**src/rtl/servant_trace_pkg.sv**
```systemverilog
// servant_trace_pkg: capture-mode encoding and timestamp width shared by the trace buffer.
package servant_trace_pkg;
    typedef enum logic [1:0] {
        TRACE_OFF  = 2'd0,
        TRACE_ALL  = 2'd1,
        TRACE_JUMP = 2'd2,
        TRACE_IRQ  = 2'd3
    } trace_mode_e;
    localparam int TS_W = 32;
endpackage

```
**src/rtl/servant_trace_fifo.sv**
```systemverilog
// servant_trace_fifo: synchronous valid/ready FIFO with occupancy output; head reads 0 while empty.
module servant_trace_fifo #(
    parameter int DEPTH = 16,
    parameter int W     = 32
) (
    input  logic                     clk,
    input  logic                     rst,
    input  logic                     i_wr_vld,
    input  logic [W-1:0]             i_wr_data,
    output logic                     o_wr_rdy,
    output logic [W-1:0]             o_rd_data,
    output logic                     o_rd_vld,
    input  logic                     i_rd_rdy,
    output logic [$clog2(DEPTH):0]   o_level
);
    localparam int PW = $clog2(DEPTH);
    logic [W-1:0]  r_mem [DEPTH];
    logic [PW-1:0] r_wr_ptr;
    logic [PW-1:0] r_rd_ptr;
    logic [PW:0]   r_level;
    logic          w_push;
    logic          w_pop;
    assign o_rd_vld  = r_level != '0;
    assign w_pop     = o_rd_vld & i_rd_rdy;
    assign o_wr_rdy  = (r_level != (PW+1)'(DEPTH)) | w_pop;
    assign w_push    = i_wr_vld & o_wr_rdy;
    assign o_rd_data = o_rd_vld ? r_mem[r_rd_ptr] : '0;
    assign o_level   = r_level;
    // storage write; contents need no reset because the head is masked while empty
    always_ff @(posedge clk) begin
        if (w_push) r_mem[r_wr_ptr] <= i_wr_data;
    end
    // pointers wrap naturally; level tracks push minus pop
    always_ff @(posedge clk) begin
        if (rst) begin
            r_wr_ptr <= '0;
            r_rd_ptr <= '0;
            r_level  <= '0;
        end else begin
            r_wr_ptr <= w_push ? r_wr_ptr + 1'b1 : r_wr_ptr;
            r_rd_ptr <= w_pop ? r_rd_ptr + 1'b1 : r_rd_ptr;
            r_level  <= (w_push & !w_pop) ? r_level + 1'b1 : (!w_push & w_pop) ? r_level - 1'b1 : r_level;
        end
    end
endmodule

```
**src/rtl/servant_trace_buf.sv**
```systemverilog
// servant_trace_buf: PC trace capture FIFO; SERVANT_TRACE_TIMESTAMP_EN adds a per-entry cycle timestamp.
module servant_trace_buf
    import servant_trace_pkg::*;
#(
    parameter int DEPTH = 16,
    parameter int AW    = 32,
    parameter int OVF_W = 16
) (
    input  logic                     wb_clk,
    input  logic                     wb_rst,
    input  logic [1:0]               i_mode,
    input  logic [AW-1:0]            i_pc_adr,
    input  logic                     i_pc_vld,
    input  logic                     i_isjump,
    input  logic                     i_irq,
    output logic [AW-1:0]            o_rd_data,
    output logic [31:0]              o_rd_ts,
    output logic                     o_rd_vld,
    input  logic                     i_rd_rdy,
    output logic [$clog2(DEPTH):0]   o_level,
    output logic [OVF_W-1:0]         o_ovf_cnt,
    input  logic                     i_clr_ovf
);
`ifdef SERVANT_TRACE_TIMESTAMP_EN
    localparam int FW = AW + TS_W;
`else
    localparam int FW = AW;
`endif
    logic          r_irq_q;
    logic          r_armed;
    logic          w_irq_edge;
    logic          w_cap;
    logic          w_wr_rdy;
    logic          w_drop;
    logic [FW-1:0] w_wr_data;
    logic [FW-1:0] w_rd_data;
    assign w_irq_edge = i_irq & !r_irq_q;
    assign w_drop     = w_cap & !w_wr_rdy;
    // capture qualifier selected by the runtime mode
    always_comb begin
        w_cap = (i_mode == TRACE_ALL)  ? i_pc_vld :
                (i_mode == TRACE_JUMP) ? i_pc_vld & i_isjump :
                (i_mode == TRACE_IRQ)  ? i_pc_vld & r_armed : 1'b0;
    end
    // irq edge detection and arm flag; a new edge wins over the capture that consumes the arm
    always_ff @(posedge wb_clk) begin
        if (wb_rst) begin
            r_irq_q <= 1'b0;
            r_armed <= 1'b0;
        end else begin
            r_irq_q <= i_irq;
            r_armed <= (i_mode != TRACE_IRQ) ? 1'b0 : w_irq_edge ? 1'b1 : w_cap ? 1'b0 : r_armed;
        end
    end
    // saturating drop counter; clear beats a same-cycle increment
    always_ff @(posedge wb_clk) begin
        if (wb_rst || i_clr_ovf) o_ovf_cnt <= '0;
        else if (w_drop && !(&o_ovf_cnt)) o_ovf_cnt <= o_ovf_cnt + 1'b1;
    end
`ifdef SERVANT_TRACE_TIMESTAMP_EN
    logic [TS_W-1:0] r_ts;
    // free-running cycle counter stamped onto every captured entry
    always_ff @(posedge wb_clk) begin
        if (wb_rst) r_ts <= '0;
        else r_ts <= r_ts + 1'b1;
    end
    assign w_wr_data = {r_ts, i_pc_adr};
    assign o_rd_data = w_rd_data[AW-1:0];
    assign o_rd_ts   = w_rd_data[FW-1:AW];
`else
    assign w_wr_data = i_pc_adr;
    assign o_rd_data = w_rd_data;
    assign o_rd_ts   = '0;
`endif
    servant_trace_fifo #(.DEPTH(DEPTH), .W(FW)) u_fifo (
        .clk       (wb_clk),
        .rst       (wb_rst),
        .i_wr_vld  (w_cap),
        .i_wr_data (w_wr_data),
        .o_wr_rdy  (w_wr_rdy),
        .o_rd_data (w_rd_data),
        .o_rd_vld  (o_rd_vld),
        .i_rd_rdy  (i_rd_rdy),
        .o_level   (o_level)
    );
endmodule
```
**config.mk**
```make
export PLATFORM = sky130hd
export DESIGN_NAME = servant_trace_buf
export DESIGN_NICKNAME = d
export VERILOG_FILES = /design/src/rtl/servant_trace_pkg.sv /design/src/rtl/servant_trace_fifo.sv /design/src/rtl/servant_trace_buf.sv
export SDC_FILE = /design/constraint.sdc
export NUM_CORES = 1
export LEC_CHECK = 0
export BUFFER_PORTS_ARGS = -buffer_cell sky130_fd_sc_hd__buf_2
export CAP_MARGIN = 20
export CORE_MARGIN = 1
export CORE_UTILIZATION = 50
export CTS_CLUSTER_DIAMETER = 50
export CTS_CLUSTER_SIZE = 30
export DETAILED_ROUTE_END_ITERATION = 7
export PLACE_DENSITY = 0.68
export SYNTH_ARGS = -nofsm -noshare
export SYNTH_HDL_FRONTEND = slang
export SYNTH_SLANG_ARGS = --single-unit
```
**constraint.sdc**
```tcl
create_clock -name wb_clk -period 13 [get_ports wb_clk]
set_input_delay 2.6 -clock wb_clk [delete_from_list [all_inputs] [get_ports wb_clk]]
set_output_delay 2.6 -clock wb_clk [all_outputs]
set_load 0.005 [all_outputs]
```
==> impl_metrics.json <==
{
  "ys_ff_latch": 547,
  "drv_cap": 0,
  "fin_hold_ws_ns": 0.483,
  "timing.slew.headroom_pct": 26.0,
  "crit_top_cell": "buf_4",
  "comb_power_share_pct": 17.7,
  "drt_first_iter_violations": 777,
  "yosysSeqAreaShare_pct": 75.2,
  "via_per_inst": 5.85,
  "die_w_um": 209,
  "ctsLongestPathBuffers": 3,
  "synth_top_area_cell": "edfxtp_1",
  "worstHoldStart": "u_fifo.r_rd_ptr[1]$_SDFFE_PP0N_",
  "ctsHoldBuffers": 0,
  "die_y_um": 209,
  "yosysMostFrequentCell": "edfxtp_1",
  "critPathKind": "register to primary output",
  "p_total_uw": 4100,
  "pwr-share-clk_pct": 33.8,
  "cts_root_buffer": "clkbuf_16",
  "synth-xor-area-share_pct": 0.410,
  "cts_tree": "built",
  "ir_worst_vdd_v": 0.000103,
  "synth_warnings": 0,
  "pwr-share-seq_pct": 48.6,
  "grt_max_degree": 54,
  "final_nets": 1192,
  "fin_crit_ns": 6.31,
  "io_buffers": 94,
  "wl_per_cell_um": 24.6,
  "end_kind": "primary output",
  "cp_cell_sequence": "buf_4, buf_4, mux4_2, mux2i_1, o22ai_1, buf_2",
  "insertion_delay_ns": 0.59,
  "route.detailed.drc": 0,
  "initial_utilization_pct": 50.8,
  "grt_pass1_wl_um": 64000,
  "drt_pass1_iterations": 5,
  "wl_um": 42100,
  "gp_congestion": 0.713,
  "postCtsSetupRepairBufs": 0,
  "ys_top_cells_by_area": "edfxtp_1 72%, mux4_2 13%, dfxtp_1 3.3%, mux2i_1 3.1%, buf_4 1.2%",
  "die_area_sq_um": 43600,
  "holdCritPathClass": "register to register",
  "drt.antenna.violating_nets": 0,
  "startpoint_type": "register",
  "synthCells": 1029,
  "cts_made_buffers": 43,
  "arrival_ns": 3.71,
  "p_sw_uw": 1090,
  "finalSetupTns_ns": 0,
  "worst_slew_pin_slew_ns": 1.11,
  "drive_gt1_share_pct": 29.5,
  "clock-sinks": 547,
  "core_area_sq_um": 42000,
  "synth_compound_area_share_pct": 2.08,
  "status": "completed",
  "slowest_stage": "dfxtp_4",
  "synth_commonest_cells": "512 x edfxtp_1, 128 x mux4_2, 67 x mux2i_1",
  "clock.fmax_ghz": 0.158,
  "hpwl_um": 21500,
  "htreeDepth": 2,
  "reg2reg_from": "u_fifo.o_level[0]$_SDFFE_PP0P_",
  "path_clk_slew_ns": 0.09,
  "synth-edff-count": 512,
  "critPathMaxFanout": 44,
  "grt_pass1_vias": 10404,
  "synth-simple-area-share_pct": 2.62,
  "netSwitchingFraction_pct": 26.6,
  "gr-total-overflow": 0,
  "area_delta_synth_final_pct": 12.1,
  "cts.repair.resized": 0,
  "cp.required_ns": 10.40,
  "finalSetupViolCount": 0,
  "track_usage_pct": 19.9,
  "antenna_found_initial": 2,
  "drv_slew": 0,
  "skew_ns": 0.0228,
  "synth_top_family_by_area": "multiplexers",
  "power.leakage_uw": 0.00749,
  "syn-cell-area_sq_um": 21400,
  "rsz0062_at_grt": "false",
  "p_int_uw": 3010,
  "finalCritPeriodShare_pct": 48.5,
  "synth_cell_types": 43,
  "avgSynthCellArea_sq_um": 20.8,
  "rows": 75,
  "synth_ff_type": "edfxtp_1",
  "synth_top_area_share_pct": 72.0,
  "synthMuxAreaShare_pct": 16.6,
  "num_vias": 10025,
  "synth_adder_area_share_pct": 0.679,
  "async_flop_share_pct": 0,
  "max_stage_delay_ns": 0.79,
  "io_pins": 127,
  "cellPowerDensity_nw_per_um2": 171,
  "final-hold-violation-count": 0
}
## cell families after synthesis
kind of cell,count (synthesis)
flip-flops,547
multiplexers,195
AND/OR/NAND/NOR,100
buffers and inverters,92
AO/OA/AOI/OAI,73
adder cells (fa/ha/maj),11
XOR/XNOR,10
other,1
## sequential cells by signal, summed over array words and instances, names as in the netlist, named ones only
name and cells:
o_ovf_cnt 16, r_armed 1, r_irq_q 1, u_fifo.o_level 5, u_fifo.r_mem 512, u_fifo.r_rd_ptr 4
u_fifo.r_wr_ptr 4
## cell usage in the layout (no fill, tap or decap), drive strengths merged, types with 2 or more instances in the layout
cell type	count
and2	11
dfxtp	35
xor2	6
ha	10
a21o	2
nor4	5
or4	2
mux4	128
clkinv	13
edfxtp	512
or3	14
and3	4
a21oi	21
nor3b	3
o21ai	15
nand2	16
nor2	17
bufinv	2
xnor2	4
conb	32
and4	2
nand3	13
nand4	3
o22ai	32
clkbuf	43
mux2i	67
buf	117
nor2b	3
inv	29
## metrics by stage
stage	cell area, sq um	setup slack [ns]	cells	utilization (%)
after global placement	22400	6.59	1633	53.3
after floorplan	21500	6.27	1060	-
after CTS	23900	5.94	1711	56.9
final	23900	6.69	1713	57.0
after detailed placement	22400	6.59	1633	53.3
after global routing	23900	6.33	1713	57.0
## metal layers
layer	share of wire (%)	GRT usage, %
met5	0.040	0
met1	42	27.1
met4	1.8	5.48
met2	51	33.2
met3	5.6	3.61
## power groups by stage
| stage | registers [uW] | logic (uW) | clock network (uW) |
|---|---|---|---|
| after floorplan | 2000 | 535 | 0 |
| after global placement | 2030 | 724 | 0 |
| after detailed placement | 2030 | 735 | 0 |
| after CTS | 1990 | 736 | 1410 |
| after global routing | 2000 | 785 | 1480 |
| final | 1990 | 724 | 1380 |
## path summary, 6_finish.rpt
| check | endpoint | cells past startpoint | slack (ns) |
|---|---|---|---|
| worst max-delay path | o_rd_data[19] | 6 | 6.69 |
| worst min-delay path | register | 2 | 0.48 |
| worst max register to register | u_fifo.o_level[4]$_SDFFE_PP0P_ | 12 | 9.98 |
| worst min register to register | register | 2 | 0.48 |
## worst max-delay path, delay by kind of cell (launching register included)
kind,cells,cell delay (ns)
buffers and inverters,3,1.40
AO/OA/AOI/OAI,1,0.11
flip-flops,1,0.79
multiplexers,2,0.77
## final cells by class
type	count	area [sq um]
tap	539	674
multi-input combinational	421	4980
antenna	1	2.50
clock buffer	43	1080
fill	3063	18100
inverter	10	37.5
clock inverter	35	423
sequential	547	16100
timing repair buffer	117	663
(Power assumes the default switching activity.)
